$ cat config.mk
export PLATFORM = sky130hd
export DESIGN_NAME = parallel_stream_engine
export DESIGN_NICKNAME = d
export VERILOG_FILES = /design/src/rtl/parallel_stream_engine.sv
export SDC_FILE = /design/constraint.sdc
export NUM_CORES = 1
export LEC_CHECK = 0
export ABC_AREA = 1
export BUFFER_PORTS_ARGS = -buffer_cell sky130_fd_sc_hd__clkbuf_2
export CORE_MARGIN = 2
export CORE_UTILIZATION = 25
export DETAILED_ROUTE_END_ITERATION = 7
export GPL_TIMING_DRIVEN = 0
export SYNTH_ARGS = -nofsm -noshare
export SYNTH_HDL_FRONTEND = slang
export SYNTH_SLANG_ARGS = --single-unit
export TNS_END_PERCENT = 100
$ cat constraint.sdc
create_clock -name clk -period 4.8 [get_ports clk]
set_input_delay 0.24 -clock clk [delete_from_list [all_inputs] [get_ports clk]]
set_output_delay 0.24 -clock clk [all_outputs]
set_load 0.03 [all_outputs]
$ cat src/rtl/parallel_stream_engine.sv
// Streaming copy/transform engine: reads a job descriptor over the register port, streams
// N words from input memory through an in-order FIFO to output memory, then reports the count.
// Optional STREAM_LED_STATUS_EN drives LED with state and progress.
module parallel_stream_engine #(
    parameter int DATA_W     = 32,
    parameter int IN_AW      = 17,
    parameter int OUT_AW     = 13,
    parameter int FIFO_DEPTH = 4
) (
    input  logic                clk,
    input  logic                reset,
    input  logic                userRunValue,
    output logic                userRunClear,
    output logic                register32CmdReq,
    input  logic                register32CmdAck,
    output logic [31:0]         register32WriteData,
    output logic [7:0]          register32Address,
    output logic                register32WriteEn,
    input  logic                register32ReadDataValid,
    input  logic [31:0]         register32ReadData,
    output logic                inputMemoryReadReq,
    input  logic                inputMemoryReadAck,
    output logic [IN_AW-1:0]    inputMemoryReadAdd,
    input  logic                inputMemoryReadDataValid,
    input  logic [DATA_W-1:0]   inputMemoryReadData,
    output logic                outputMemoryWriteReq,
    input  logic                outputMemoryWriteAck,
    output logic [OUT_AW-1:0]   outputMemoryWriteAdd,
    output logic [DATA_W-1:0]   outputMemoryWriteData,
    output logic [DATA_W/8-1:0] outputMemoryWriteByteMask,
    output logic [7:0]          LED
);
    localparam logic [2:0] ST_IDLE = 3'd0;
    localparam logic [2:0] ST_CFG  = 3'd1;
    localparam logic [2:0] ST_RUN  = 3'd2;
    localparam logic [2:0] ST_STAT = 3'd3;
    localparam logic [2:0] ST_DONE = 3'd4;
    localparam int PW = $clog2(FIFO_DEPTH);
    localparam int CW = PW + 1;

    logic [2:0]        r_state;
    logic              r_cmd_req, r_cmd_we, r_rd_wait;
    logic [7:0]        r_cmd_addr;
    logic [31:0]       r_cmd_wdata;
    logic [31:0]       r_n;
    logic [IN_AW-1:0]  r_src;
    logic [OUT_AW-1:0] r_dst;
    logic [1:0]        r_mode;
    logic [DATA_W-1:0] r_k;
    logic [31:0]       r_issued, r_popped, r_written;
    logic [DATA_W-1:0] r_fifo [FIFO_DEPTH];
    logic [PW-1:0]     r_wptr, r_rptr;
    logic [CW-1:0]     r_cnt;
    logic              r_wr_req;
    logic [OUT_AW-1:0] r_wr_addr;
    logic [DATA_W-1:0] r_wr_data, r_sum;

    logic              w_rd_req, w_rd_fire, w_push, w_pop, w_wr_done;
    logic [DATA_W-1:0] w_head, w_sum_nxt, w_f;

    // Read issue only depends on registered state, so Req/Add cannot move before Ack.
    // Acked-but-unpopped reads are bounded by FIFO_DEPTH, so a return always finds room.
    assign w_rd_req  = (r_state == ST_RUN) && (r_issued < r_n) &&
                       ((r_issued - r_popped) < 32'(FIFO_DEPTH));
    assign w_rd_fire = w_rd_req && inputMemoryReadAck;
    assign w_push    = (r_state == ST_RUN) && inputMemoryReadDataValid;
    assign w_wr_done = r_wr_req && outputMemoryWriteAck;
    assign w_pop     = (r_state == ST_RUN) && (r_cnt != '0) && (!r_wr_req || outputMemoryWriteAck);
    assign w_head    = r_fifo[r_rptr];
    assign w_sum_nxt = r_sum + w_head;

    always_comb begin
        w_f = w_head;
        case (r_mode)
            2'd1:    w_f = w_head + r_k;
            2'd2:    w_f = w_sum_nxt;
            2'd3:    w_f = w_head ^ r_k;
            default: w_f = w_head;
        endcase
    end

    always_ff @(posedge clk) begin
        if (w_push) r_fifo[r_wptr] <= inputMemoryReadData;
    end

    always_ff @(posedge clk or negedge reset) begin
        if (!reset) begin
            r_state     <= ST_IDLE;
            r_cmd_req   <= 1'b0;
            r_cmd_we    <= 1'b0;
            r_rd_wait   <= 1'b0;
            r_cmd_addr  <= '0;
            r_cmd_wdata <= '0;
            r_n         <= '0;
            r_src       <= '0;
            r_dst       <= '0;
            r_mode      <= '0;
            r_k         <= '0;
            r_issued    <= '0;
            r_popped    <= '0;
            r_written   <= '0;
            r_wptr      <= '0;
            r_rptr      <= '0;
            r_cnt       <= '0;
            r_wr_req    <= 1'b0;
            r_wr_addr   <= '0;
            r_wr_data   <= '0;
            r_sum       <= '0;
        end else begin
            case (r_state)
                ST_IDLE: if (userRunValue) begin
                    r_state    <= ST_CFG;
                    r_cmd_req  <= 1'b1;
                    r_cmd_we   <= 1'b0;
                    r_cmd_addr <= 8'd0;
                    r_rd_wait  <= 1'b0;
                    r_issued   <= '0;
                    r_popped   <= '0;
                    r_written  <= '0;
                    r_sum      <= '0;
                    r_cnt      <= '0;
                    r_wptr     <= '0;
                    r_rptr     <= '0;
                end
                ST_CFG: begin
                    if (r_cmd_req && register32CmdAck) begin
                        r_cmd_req <= 1'b0;
                        r_rd_wait <= 1'b1;
                    end else if (r_rd_wait && register32ReadDataValid) begin
                        r_rd_wait <= 1'b0;
                        case (r_cmd_addr[1:0])
                            2'd0:    r_n   <= register32ReadData;
                            2'd1:    r_src <= IN_AW'(register32ReadData);
                            2'd2:    r_dst <= OUT_AW'(register32ReadData);
                            default: begin
                                r_mode <= register32ReadData[1:0];
                                r_k    <= DATA_W'(register32ReadData[31:16]);
                            end
                        endcase
                        if (r_cmd_addr == 8'd3) begin
                            // An empty job skips straight to the status write.
                            if (r_n == 32'd0) begin
                                r_state     <= ST_STAT;
                                r_cmd_req   <= 1'b1;
                                r_cmd_we    <= 1'b1;
                                r_cmd_addr  <= 8'd4;
                                r_cmd_wdata <= r_written;
                            end else begin
                                r_state <= ST_RUN;
                            end
                        end else begin
                            r_cmd_req  <= 1'b1;
                            r_cmd_addr <= r_cmd_addr + 8'd1;
                        end
                    end
                end
                ST_RUN: if (w_wr_done && (r_written == r_n - 32'd1)) begin
                    r_state     <= ST_STAT;
                    r_cmd_req   <= 1'b1;
                    r_cmd_we    <= 1'b1;
                    r_cmd_addr  <= 8'd4;
                    r_cmd_wdata <= r_written + 32'd1;
                end
                ST_STAT: if (register32CmdAck) begin
                    r_state     <= ST_DONE;
                    r_cmd_req   <= 1'b0;
                    r_cmd_we    <= 1'b0;
                    r_cmd_addr  <= '0;
                    r_cmd_wdata <= '0;
                end
                ST_DONE: r_state <= ST_IDLE;
                default: r_state <= ST_IDLE;
            endcase

            if (w_rd_fire) r_issued <= r_issued + 32'd1;
            if (w_push)    r_wptr   <= r_wptr + PW'(1);
            if (w_wr_done) r_written <= r_written + 32'd1;
            if (w_pop) begin
                r_rptr    <= r_rptr + PW'(1);
                r_popped  <= r_popped + 32'd1;
                r_wr_req  <= 1'b1;
                r_wr_addr <= r_dst + OUT_AW'(r_popped);
                r_wr_data <= w_f;
                r_sum     <= w_sum_nxt;
            end else if (w_wr_done) begin
                r_wr_req <= 1'b0;
            end
            if (w_push || w_pop) r_cnt <= r_cnt + CW'(w_push) - CW'(w_pop);
        end
    end

    assign userRunClear              = (r_state == ST_DONE);
    assign register32CmdReq          = r_cmd_req;
    assign register32WriteData       = r_cmd_wdata;
    assign register32Address         = r_cmd_addr;
    assign register32WriteEn         = r_cmd_we;
    assign inputMemoryReadReq        = w_rd_req;
    assign inputMemoryReadAdd        = w_rd_req ? (r_src + IN_AW'(r_issued)) : '0;
    assign outputMemoryWriteReq      = r_wr_req;
    assign outputMemoryWriteAdd      = r_wr_addr;
    assign outputMemoryWriteData     = r_wr_data;
    assign outputMemoryWriteByteMask = '1;

`ifdef STREAM_LED_STATUS_EN
    assign LED = {r_written[4:0], r_state};
`else
    assign LED = 8'd0;
`endif
endmodule

After elaboration in Yosys (flattened, before gate mapping)
Memory sizes are Yosys's and may differ from the RTL's. Index checks and enable logic that the tools add are counted. W data, S select, Z words.

Output and inout port bits: 119. Bits of input ports: 72. Memory bits (read-only): 0. Memory bits (writable): 128. Logic and storage cells: 167. Memories: 1. Bits in registers: 307. Latch bits: 0.

Reduce and logical (&&, ||, !) cells: 47. Shifts and indexed selects: 0. Divide/modulo/power cells: 0. Multiply operators: 0. Equality and inequality tests: 21. Order comparisons: 2. Muxes and demuxes: 58. Add/sub/neg operators: 14. Bitwise logic cells: 3.

Memories: r_fifo (words 4, width 32, read ports 1, clocked after Yosys merged registers in 0, write ports 1, RTL line 51) `logic [DATA_W-1:0] r_fifo [FIFO_DEPTH];`.

Operator list (count): $mux W32 (12); $pmux W32 S3 (2); $add A32 B1 Y32 const B (3); $mux W8 (7); $add A32 B16 Y32 (1); $add A32 B32 Y32 (1); $eq A32 B32 Y1 (1); $logic_not A32 Y1 (1); $lt A32 B3 Y1 const B (1); $lt A32 B32 Y1 (1); $pmux W8 S4 (1); $sub A32 B1 Y32 const B (1); $sub A32 B32 Y32 (1); $xor A32 B16 Y32 (1); $mux W3 (9); $reduce_bool A2 Y1 (12); $mux W1 (18); $add A17 B17 Y17 (1); $mux W17 (1); $reduce_and A4 Y1 (4); $reduce_and A7 Y1 (2); $add A13 B13 Y13 (1); $ne A2 B2 Y1 const B (6); $pmux W3 S4 (1); 29 further kinds (56).

Logic depth before layout (Yosys ltp)
Gate-level depths: netlist of run 1.

Depth in word-level cells: 6. Gate-level depth with buffers: 23. Gate-level depth less buffers: 22.

Worst setup path before layout of run 1
Ideal clock, no wire load.

Path kind: register to register. Start: reg r_rptr[0]. End: reg r_wr_data[24], in the netlist outputMemoryWriteData[24]. Setup time: 0.117 ns. Cell stages (with the launch flop): 19. Arrival: 3.202 ns. Path slack: 1.482 ns. Clock period less this slack: 3.318 ns. Buffers on the path: 3. Required time: 4.683 ns. Cells stage by stage: dfrtp_1 > inv_1 > buf_2 > clkbuf_1 > clkbuf_1 > o21ai_0 > o22ai_1 > fa_1 > nand3_1 > nand3_1 > a21oi_1 > o21bai_1 > nand3_1 > a21boi_0 > nand4_1 > o21ai_0 > nand2_1 > nand2_1 > nand2_1.

Cells in the longest elaborated chain, start to end: 3. Elaborated cells between the ends (all ways): 5. Those cells by class: add/sub: 2; mux: 1; bitwise: 1; memory: 1.

Ends and longest elaborated chain: start: declaration (RTL line 52) `logic [PW-1:0] r_wptr, r_rptr;`; start signal: assignment (RTL line 179) `r_rptr <= r_rptr + PW'(1);`; $mem_v2 Z4 W32 *; $add A32 B32 Y32 (tied with other cells) (RTL line 70) `assign w_sum_nxt = r_sum + w_head;`; $pmux W32 S3 * (RTL line 74) `case (r_mode)`; end signal: assignment (RTL line 183) `r_wr_data <= w_f;`; end: declaration (RTL line 56) `logic [DATA_W-1:0] r_wr_data, r_sum;`.

Every way passes the cells marked *; elsewhere a longest branch is shown, timed or not. A chain may end at the register's enable or synchronous reset.

Worst setup path in the final report of run 1
Start: reg r_rptr[0]. End: reg r_wr_data[30], in the netlist outputMemoryWriteData[30].

The elaborated chain is that of the path after synthesis.

==> results of run 1 <==
## worst reg2reg max path: stages, from the launching register on
cell and delay, ns:
dfrtp_1 0.37, buf_2 0.23, clkbuf_1 0.37, clkbuf_2 0.41
o21ai_0 0.18, o22ai_2 0.38, ha_1 0.30, fa_1 0.23
nand3_1 0.09, nand2_1 0.11, a21oi_1 0.13, o21bai_1 0.34
a21oi_1 0.24, o21ai_0 0.30, xor2_1 0.30, nand2_1 0.12
nand2_1 0.10, nand2_1 0.06, nand2_1 0.06, nand2_1 0.06
## kinds of logic (layout without fill, tap and decap cells)
group	after synthesis	after routing	share of synthesized area, %
compound gates	630	630	12.4
xor+xnor	132	132	4.15
fa+ha+maj	158	158	6.98
buf+inv	580	889	7.81
flops	435	435	39.9
mux	1	1	0.0347
other cells	2	16	0.0260
simple gates	1962	1962	28.7
## synth_stat cells, drive strengths merged, types with 10 or more instances
cell type and instances:
a21o 12, a21oi 177, a31oi 10, buf 37, clkbuf 78, dfrtp 307, edfxtp 128, ha 153
inv 457, nand2 1085, nand3 321, nand3b 11, nand4 63, nor2 390, nor3 47, nor4 17
o21a 14, o21ai 275, o21bai 14, o22ai 70, or2 15, xnor2 38, xor2 91
## power breakdown
| part | total (mW) | switching [mW] | internal, mW |
|---|---|---|---|
| Sequential | 4.90 | 0.509 | 4.39 |
| Combinational | 6.78 | 4.78 | 2.01 |
| Clock | 3.75 | 1.66 | 2.09 |
## stage by stage
stage               cell area [sq um]  hold slack [ns]  util, %  setup WS (ns)   TNS, ns
finish                          33900           0.0325     29.6          0.344         0
global route                    33900           0.0317     29.6         0.0157         0
CTS                             33900        0.0000412     29.6          0.119         0
detailed placement              31900            0.256     27.9         -0.236    -0.564
global placement                31700            0.455     27.7          -3.56  -1140.82
floorplan                       28900          -0.0556        -           1.48         0
## path summary, 6_finish.rpt
path / start / to / slack (ns)
max: r_rptr[0] / outputMemoryWriteData[30] / 0.34
min: register32ReadData[15] / r_src[15] / 0.03
max reg2reg: r_rptr[0] / outputMemoryWriteData[30] / 0.34
min reg2reg: register32WriteData[29] / register32WriteData[29] / 0.47
max in group asynchronous: reset / outputMemoryWriteAdd[6] / 3.27
min in group asynchronous: reset / register32WriteData[13] / 0.22
## repair_timing
item | CTS | global route
gates cloned | 0 | 0
gates resized for setup | 5 | 12
endpoints found under the hold margin | 198 | 0
hold buffers | 40 | 0
setup endpoints to repair | 5 | 17
## layout make-up
class / instances / area share [%]
buffer: 114 / 1.51
tap: 1512 / 5.58
timing repair buffer: 224 / 4.30
inverter: 465 / 5.15
sequential: 435 / 34.0
multi-input combinational: 2895 / 44.8
antenna: 4 / 0.0295
clock inverter: 29 / 0.808
clock buffer: 57 / 3.78
## per-layer routing
metal	vias to the layer above	global-route usage, %
met5	-	0
met4	0	4.55
met3	163	3.39
met2	873	28.0
met1	12900	23.4
li1	13500	-
## sequential cells by signal, indices dropped and copies added (netlist names)
name,cells
r_fifo,128
outputMemoryWriteData,32
r_issued,32
r_n,32
r_popped,32
r_sum,32
r_written,32
register32WriteData,32
r_src,17
r_k,16
outputMemoryWriteAdd,13
r_dst,13
register32Address,8
r_cnt,3
r_state,3
r_mode,2
r_rptr,2
r_wptr,2
outputMemoryWriteReq,1
r_rd_wait,1
register32CmdReq,1
register32WriteEn,1
==> metrics.cfg, run 1 <==
[outcome]
status=completed

[power_and_ir_drop]
powerDensity_nw_per_um2=456
ir_drop_mv=0.366
finalPower_mw=15.4
leakage_nw=16.4

[setup_path]
cp_slowest_cell=clkbuf_2
critical_path_class=flip-flop to flip-flop
worst_setup_path_start_kind=flip-flop
cp_common_cell=nand2_1
cpPeakStageDelay_ns=0.40
endpoint_kind=flip-flop
path_max_fanout=10
r2r_cells=19
cp_top_family=compound AO/OA/AOI/OAI gates
cp.arrival_ns=4.96
cp_cell_sequence=buf_2, clkbuf_1, clkbuf_2, o21ai_0, o22ai_2, ha_1, fa_1, nand3_1, nand2_1, a21oi_1, o21bai_1, a21oi_1, o21ai_0, xor2_1, nand2_1, nand2_1, nand2_1, nand2_1, nand2_1
worst-path-stages=19
crit_buf_inv=3
worstPathRequired_ns=5.31

[clock_tree]
cts_setup_buffers=0
clk_path_buf_depth=3
clock_latency_ns=0.62
clock_sinks=435
cts_buffers=48
cts-root-buf=clkbuf_16
cts_tree=yes
htreeDepth=2
clkTransAtPathRegs_ns=0.06

[final_layout]
final_cell_mix=1080 x nand2_1, 455 x inv_1, 376 x nor2_1
fill_cells=12500
area_growth_pct=17.4
fin_cells=5735
nNetsFinal=4413
drive_gt1_share_pct=8.72
multi_input_area_sq_um=15200
regArea_sq_um=11500
mostFrequentLayoutCell=nand2_1

[synthesis]
synth_area_leaders=dfrtp_1 27%, nand2_1 14%, edfxtp_1 13%
synth_top_area_share_pct=26.6
synth_area_leader_cell=dfrtp_1
synth_ff_type=dfrtp_1
synthArstFlopShare_pct=70.6
ys_ff_latch=435
ys_warn_count=0
synth_area_per_cell_sq_um=7.40
synth_edf_count=128
synth_cells=3900
seq_area_frac_synth_pct=39.9
syn-cell-area_sq_um=28900
synth_cell_types=62

[hold_path]
holdPathStages=3
hold_path_class=input port to flip-flop

[sta]
max-slew-margin-rel_pct=33.5
tightest_slew_ns=0.989
fin_skew_ns=0.0346
fin_crit_sh_pct=92.8
period_minus_slack_ns=4.46
finalHoldViolations=0
fmax_ghz=0.224
grt_setup_unrepaired=no
slew_viol_final=0
setup_violations=0

[routing]
drcViolationCount=0
wl_met1_microns=46800
viasPerCell=4.78
firstDrtPassIters=8
drt_wl_total_microns=104000
first_iter_violations=2272
vias=27400
routedWlPerCell_microns=18.1
wl_met3_microns=7680
met2_length_microns=46600
top_layer=met4
ant_nets=0

[floorplanning]
start_util_pct=25.2
die_h_microns=344
coreArea_sq_um=115000
core.rowCount=124
die_width_microns=344
num_io_pins=191
die-area_sq_um=118000

[global_route]
grt_pass1_vias=26300
grt_pass1_wl_microns=157000
antenna_found_initial=12
track_usage_pct=17.3
grt_max_degree=109
grt_overflow=0

[placement]
port_buffers=177
place_congestion=0.966
dp_cells=5606
dp_hpwl_microns=83400

[run]
cap_violations=0

Note: power is estimated with default switching activity, not from simulation.
==> run 2: changes to the inputs <==
--- a/config.mk
+++ b/config.mk
@@ -7,10 +7,13 @@
 export LEC_CHECK = 0
 export ABC_AREA = 1
 export BUFFER_PORTS_ARGS = -buffer_cell sky130_fd_sc_hd__clkbuf_2
+export CELL_PAD_IN_SITES_DETAIL_PLACEMENT = 0
+export CELL_PAD_IN_SITES_GLOBAL_PLACEMENT = 2
 export CORE_MARGIN = 2
 export CORE_UTILIZATION = 25
 export DETAILED_ROUTE_END_ITERATION = 7
 export GPL_TIMING_DRIVEN = 0
+export PLACE_DENSITY_LB_ADDON = 0.1
 export SYNTH_ARGS = -nofsm -noshare
 export SYNTH_HDL_FRONTEND = slang
 export SYNTH_SLANG_ARGS = --single-unit
==> run 2 against run 1 <==
Effect of this change:
- critical path depth decreased by 3
- non-clock buffer count is 34 higher
- total power rose by 7.9%
- core utilization increased by 0.76 points
- sequential share of layout area down 0.79 points
- clock-buffer cell count rose by 24
- via count down 1.7%
- design area grew 2.6%
- maximum frequency decreased by 0.45%
- die area is the same
- critical path type is now flip-flop to output port
- largest cell class unchanged
- largest power group unchanged
==> metrics.cfg, run 2 (synthesis gave the netlist of run 1 again) <==
[final_layout]
fin_cells=5786  ; +0.89%
largest_reg_flops=128  ; unchanged
final_area_sq_um=34800  ; +2.6%
nNetsFinal=4457  ; +1.0%
regMostFlops=r_fifo
utilization_pct=30.4  ; +0.76 points
drive_gt1_share_pct=10.1  ; +1.4 points
final_cell_mix=1078 x nand2_1, 454 x inv_1, 372 x nor2_1
area_growth_pct=20.4
fill_cells=12700  ; +1.6%
mostFrequentLayoutCell=nand2_1

[setup_path]
worst_setup_path_start_kind=flip-flop
worstPathRequired_ns=4.56  ; -0.75 ns
endpoint_kind=output port
critical_path_class=flip-flop to output port
r2r_slack_ns=0.36  ; +0.02 ns
cp.arrival_ns=4.24  ; -0.72 ns
crit-reg2reg-launch=r_rptr[1]
r2r-end=outputMemoryWriteData[24]
path_max_fanout=10  ; unchanged
r2r_cells=19  ; unchanged

[clock_tree]
clock_latency_ns=0.68  ; +0.06 ns
clkTransAtPathRegs_ns=0.06  ; about the same
cts_buffers=58  ; +21%
htreeDepth=2  ; unchanged
cts-root-buf=clkbuf_16
cts_tree=yes
clk_path_buf_depth=3  ; unchanged
clock_sinks=435  ; unchanged

[floorplanning]
start_util_pct=25.2  ; unchanged
core.rowCount=124  ; unchanged
die_width_microns=344  ; unchanged
die-area_sq_um=118000  ; unchanged
coreArea_sq_um=115000  ; unchanged
num_io_pins=191  ; unchanged
die_h_microns=344  ; unchanged

[sta]
fin_crit_sh_pct=93.3  ; +0.42 points
finalHoldViolations=0  ; unchanged
slew_viol_final=0  ; unchanged
period_minus_slack_ns=4.48  ; +0.0200 ns
setup_violations=0  ; unchanged
timing.hold.ws_ns=0.0525  ; +0.0199 ns
grt_setup_unrepaired=yes
finalWorstSetupSlack_ns=0.324  ; -0.0200 ns
tns_ns=0  ; unchanged
max-slew-margin-rel_pct=14.4  ; -19 points
fin_skew_ns=0.0407  ; +0.00607 ns
fmax_ghz=0.223  ; -0.45%
tightest_slew_ns=1.28  ; +0.296 ns

[routing]
firstDrtPassIters=6  ; -2
drt_wl_total_microns=120000  ; +15%
drcViolationCount=0  ; unchanged
viasPerCell=4.65  ; -2.6%
routedWlPerCell_microns=20.7  ; +14%
vias=26900  ; -1.7%
first_iter_violations=1773  ; -22%
ant_nets=0  ; unchanged

[global_route]
grt_pass1_vias=27100  ; +3.2%
grt_max_degree=100  ; -8.3%
antenna_found_initial=0  ; -12
track_usage_pct=20.3  ; +3.0 points
grt_overflow=0  ; unchanged
grt_pass1_wl_microns=179000  ; +14%

[outcome]
status=completed

[power_and_ir_drop]
ir_drop_mv=0.302  ; -18%
leakage_nw=16.7  ; +2.0%
powerDensity_nw_per_um2=479  ; +5.2%
finalPower_mw=16.7  ; +7.9%

[hold_path]
hold_path_class=input port to async pin

[placement]
port_buffers=177  ; unchanged
dp_hpwl_microns=95300  ; +14%
dp_cells=5606  ; unchanged
place_congestion=0.814  ; -16%
placed_cell_area_sq_um=31900  ; about the same
place_ws_ns=-0.447  ; -0.211 ns

[run]
cap_violations=0  ; unchanged

run 2: cell types whose count changed in the layout (fill, tap and decap cells not counted), sizes merged:
cell | before | now
diode | 4 | 1
buf | 45 | 55
dlygate4sd3 | 40 | 65
clkbuf | 310 | 333
inv | 463 | 459
run 2: report_power, final:
part / internal (mW) / switching, mW / total (mW)
Combinational: 2.12 / 5.15 / 7.27
Clock: 2.56 / 1.89 / 4.44
Sequential: 4.40 / 0.550 / 4.95
Total: 9.07 / 7.59 / 16.7
run 2: how the worst max path moves through the flow:
stage | startpoint | endpoint | slack (ns) | cells after the start
after detailed placement | r_rptr[1] | outputMemoryWriteData[30] | -0.45 | 18
final | r_issued[18] | inputMemoryReadAdd[5] | 0.32 | 16
after global placement | reset | r_dst[6] | -4.36 | 1
after CTS | r_issued[15] | inputMemoryReadAdd[5] | 0.01 | 16
after floorplan | r_rptr[0] | outputMemoryWriteData[24] | 1.48 | 18
after global routing | r_issued[14] | inputMemoryReadAdd[4] | -0.02 | 17
run 2: critical path, stage by stage (launching register included):
cell,delay (ns)
dfrtp_1,0.55
ha_1,0.50
nand2_1,0.12
nor2_1,0.20
inv_1,0.07
nor2_2,0.20
nand3_1,0.22
nand3_1,0.14
nand2_1,0.05
nand2_1,0.13
and3_1,0.20
nand3_1,0.12
nor2_4,0.30
nand3_4,0.17
buf_2,0.23
nor2_1,0.10
clkbuf_2,0.23
run 2: cell type report:
| type | count | area (sq um) | area share [%] |
|---|---|---|---|
| clock inverters | 25 | 293 | 0.842 |
| well taps | 1512 | 1890 | 5.44 |
| clock buffers | 81 | 1640 | 4.71 |
| diodes | 1 | 2.50 | 0.00720 |
| flip-flops and latches | 435 | 11500 | 33.2 |
| plain buffers | 112 | 505 | 1.45 |
| multi-input cells | 2895 | 15300 | 44.0 |
| inverters | 465 | 1750 | 5.03 |
| repair buffers | 260 | 1830 | 5.27 |
run 2: layer usage:
metal | wire, microns | global-route usage (%) | up-vias
met2 | 56900 | 34.5 | 435
li1 | - | - | 13600
met5 | 0 | 0 | -
met3 | 3390 | 1.75 | 93
met4 | 1860 | 3.94 | 0
met1 | 57600 | 28.1 | 12800
run 2: repair_timing:
item / 4_1_cts / 5_1_grt
setup buffers: 5 / 6
hold buffers: 65 / 0
pin swaps: 1 / 2
endpoints found under the setup margin: 43 / 31
gates resized for setup: 18 / 39
endpoints found under the hold margin: 312 / 0
==> run 3: changes to the inputs <==
==> constraint.sdc (replaced) <==
create_clock -name clk -period 5.78 [get_ports clk]
set_input_delay 0.289 -clock clk [delete_from_list [all_inputs] [get_ports clk]]
set_output_delay 0.289 -clock clk [all_outputs]
set_load 0.03 [all_outputs]
==> run 3 against run 2 <==
Effect of this change:
- design area down 1.2%
- worst setup slack better by 0.25 ns
- sequential share of layout area up 0.33 points
- cell count down 0.35%
- critical path type is now flip-flop to flip-flop
- highest routed layer unchanged
==> metrics.cfg, run 3 (synthesis gave the netlist of run 1 again) <==
[global_route]
grt_overflow=0  ; unchanged
antenna_found_initial=0  ; unchanged
track_usage_pct=20.2  ; -0.039 points
grt_max_degree=100  ; unchanged
grt_pass1_wl_microns=179000  ; -0.21%
grt_pass1_vias=27100  ; -0.13%

[sta]
period_minus_slack_ns=5.21
finalWorstSetupSlack_ns=0.573  ; +0.249 ns
setup_violations=0  ; unchanged
grt_setup_unrepaired=no
slew_viol_final=0  ; unchanged
fin_skew_ns=0.0454  ; +0.00470 ns
fmax_ghz=0.192
finalHoldViolations=0  ; unchanged
tns_ns=0  ; unchanged
max-slew-margin-rel_pct=12.5  ; -1.9 points
tightest_slew_ns=1.31  ; +0.0285 ns
fin_crit_sh_pct=90.1
timing.hold.ws_ns=0.0108  ; -0.0416 ns

[hold_path]
hold_path_class=input port to flip-flop
holdPathStages=3
hold-path-endpoint=r_src[15]
hold_start=register32ReadData[15]

[routing]
drcViolationCount=0  ; unchanged
routedWlPerCell_microns=20.7  ; about the same
top_layer=met4
wl_met1_microns=57300  ; -0.61%
vias=26800  ; -0.43%
viasPerCell=4.65  ; about the same
wl_met3_microns=3380  ; -0.38%
drt_wl_total_microns=119000  ; -0.30%
met2_length_microns=56800  ; -0.30%
ant_nets=0  ; unchanged
first_iter_violations=1834  ; +3.4%
firstDrtPassIters=5  ; -1

[floorplanning]
start_util_pct=25.2  ; unchanged
die-area_sq_um=118000  ; unchanged
num_io_pins=191  ; unchanged
coreArea_sq_um=115000  ; unchanged
die_h_microns=344  ; unchanged
die_width_microns=344  ; unchanged
core.rowCount=124  ; unchanged

[setup_path]
endpoint_kind=flip-flop
r2r_cells=20  ; +1
r2r-end=outputMemoryWriteData[30]
worstPathRequired_ns=6.36  ; +1.80 ns
cp.arrival_ns=5.78  ; +1.54 ns
cp_cell_sequence=inv_1, buf_2, clkbuf_1, clkbuf_1, o21ai_0, o22ai_1, ha_1, fa_1, nand3_1, nand2_1, a21oi_1, o21bai_1, a21oi_1, o21ai_0, xor2_1, nand2_1, nand2_1, nand2_1, nand2_1, nand2_1
crit-reg2reg-launch=r_rptr[0]
path_max_fanout=10  ; unchanged
cpPeakStageDelay_ns=0.58  ; +0.03 ns
cp_slowest_cell=clkbuf_1
r2r_slack_ns=0.57  ; +0.21 ns
cp_common_cell=nand2_1
worst_setup_path_start_kind=flip-flop
critical_path_class=flip-flop to flip-flop

[placement]
place_congestion=0.814  ; unchanged
place_ws_ns=0.533  ; +0.980 ns
dp_hpwl_microns=95300  ; unchanged
port_buffers=177  ; unchanged

[power_and_ir_drop]
powerDensity_nw_per_um2=398  ; -17%
leakage_nw=16.6  ; -0.73%
ir_drop_mv=0.252  ; -16%

[clock_tree]
clock_sinks=435  ; unchanged
cts-root-buf=clkbuf_16
cts_buffers=58  ; unchanged
clk_path_buf_depth=3  ; unchanged
cts_setup_buffers=0  ; -5
cts_tree=yes
clock_latency_ns=0.69  ; about the same
clkTransAtPathRegs_ns=0.06  ; about the same
htreeDepth=2  ; unchanged

[run]
cap_violations=0  ; unchanged

[final_layout]
fill_cells=12700  ; +0.14%
regMostFlops=r_fifo
largest_reg_flops=128  ; unchanged
utilization_pct=30.0  ; -0.35 points
final_cell_mix=1080 x nand2_1, 455 x inv_1, 376 x nor2_1
nNetsFinal=4436  ; -0.47%
area_growth_pct=19.0
drive_gt1_share_pct=8.70  ; -1.4 points
mostFrequentLayoutCell=nand2_1

[outcome]
status=completed

run 3: cell type report:
class	instances	area [sq um]	share of cell area (%)
multi-input combinational	2895	15200	44.1
sequential	435	11500	33.5
tap	1512	1890	5.51
inverter	465	1750	5.08
clock buffer	81	1640	4.77
timing repair buffer	236	1590	4.64
buffer	115	509	1.48
clock inverter	25	293	0.852
antenna	2	5.00	0.0146
run 3: metrics by stage:
step / power [mW] / cell area, sq um / instances
finish: 13.7 / 34400 / 5766
detailed placement: 10.1 / 31900 / 5606
global placement: 10.1 / 31700 / 5599
floorplan: 7.81 / 28900 / 3910
CTS: 13.9 / 34400 / 5764
global route: 14.7 / 34400 / 5764
run 3: worst max-delay path by stage:
stage	cells after the start	startpoint	to
after floorplan	18	r_rptr[0]	outputMemoryWriteData[24]
after global placement	1	reset	r_dst[6]
after detailed placement	18	r_rptr[1]	outputMemoryWriteData[30]
after CTS	20	r_rptr[0]	outputMemoryWriteData[30]
after global routing	19	r_rptr[1]	outputMemoryWriteData[22]
final	20	r_rptr[0]	outputMemoryWriteData[30]
run 3: routing by layer:
layer / global-route usage (%) / up-vias
met3: 1.75 / 102
met1: 28.1 / 12700
met2: 34.3 / 434
li1: - / 13500
met4: 4.18 / 0
met5: 0 / -
run 3: critical path, delay by kind of cell (launching register included):
kind / cells / cell delay (ns)
AO/OA/AOI/OAI: 6 / 1.94
buffers and inverters: 4 / 1.30
AND/OR/NAND/NOR: 7 / 0.60
adder cells (fa/ha/maj): 2 / 0.57
flip-flops: 1 / 0.42
XOR/XNOR: 1 / 0.27
run 3: power breakdown:
| part | internal (mW) | total [mW] | switching (mW) |
|---|---|---|---|
| Combinational | 1.66 | 5.89 | 4.23 |
| Clock | 2.12 | 3.69 | 1.57 |
| Sequential | 3.65 | 4.11 | 0.458 |
| Total | 7.44 | 13.7 | 6.25 |
run 3: repair_timing:
item,CTS,global route
hold buffers,52,0
resized for setup,0,0
endpoints found under the hold margin,227,0
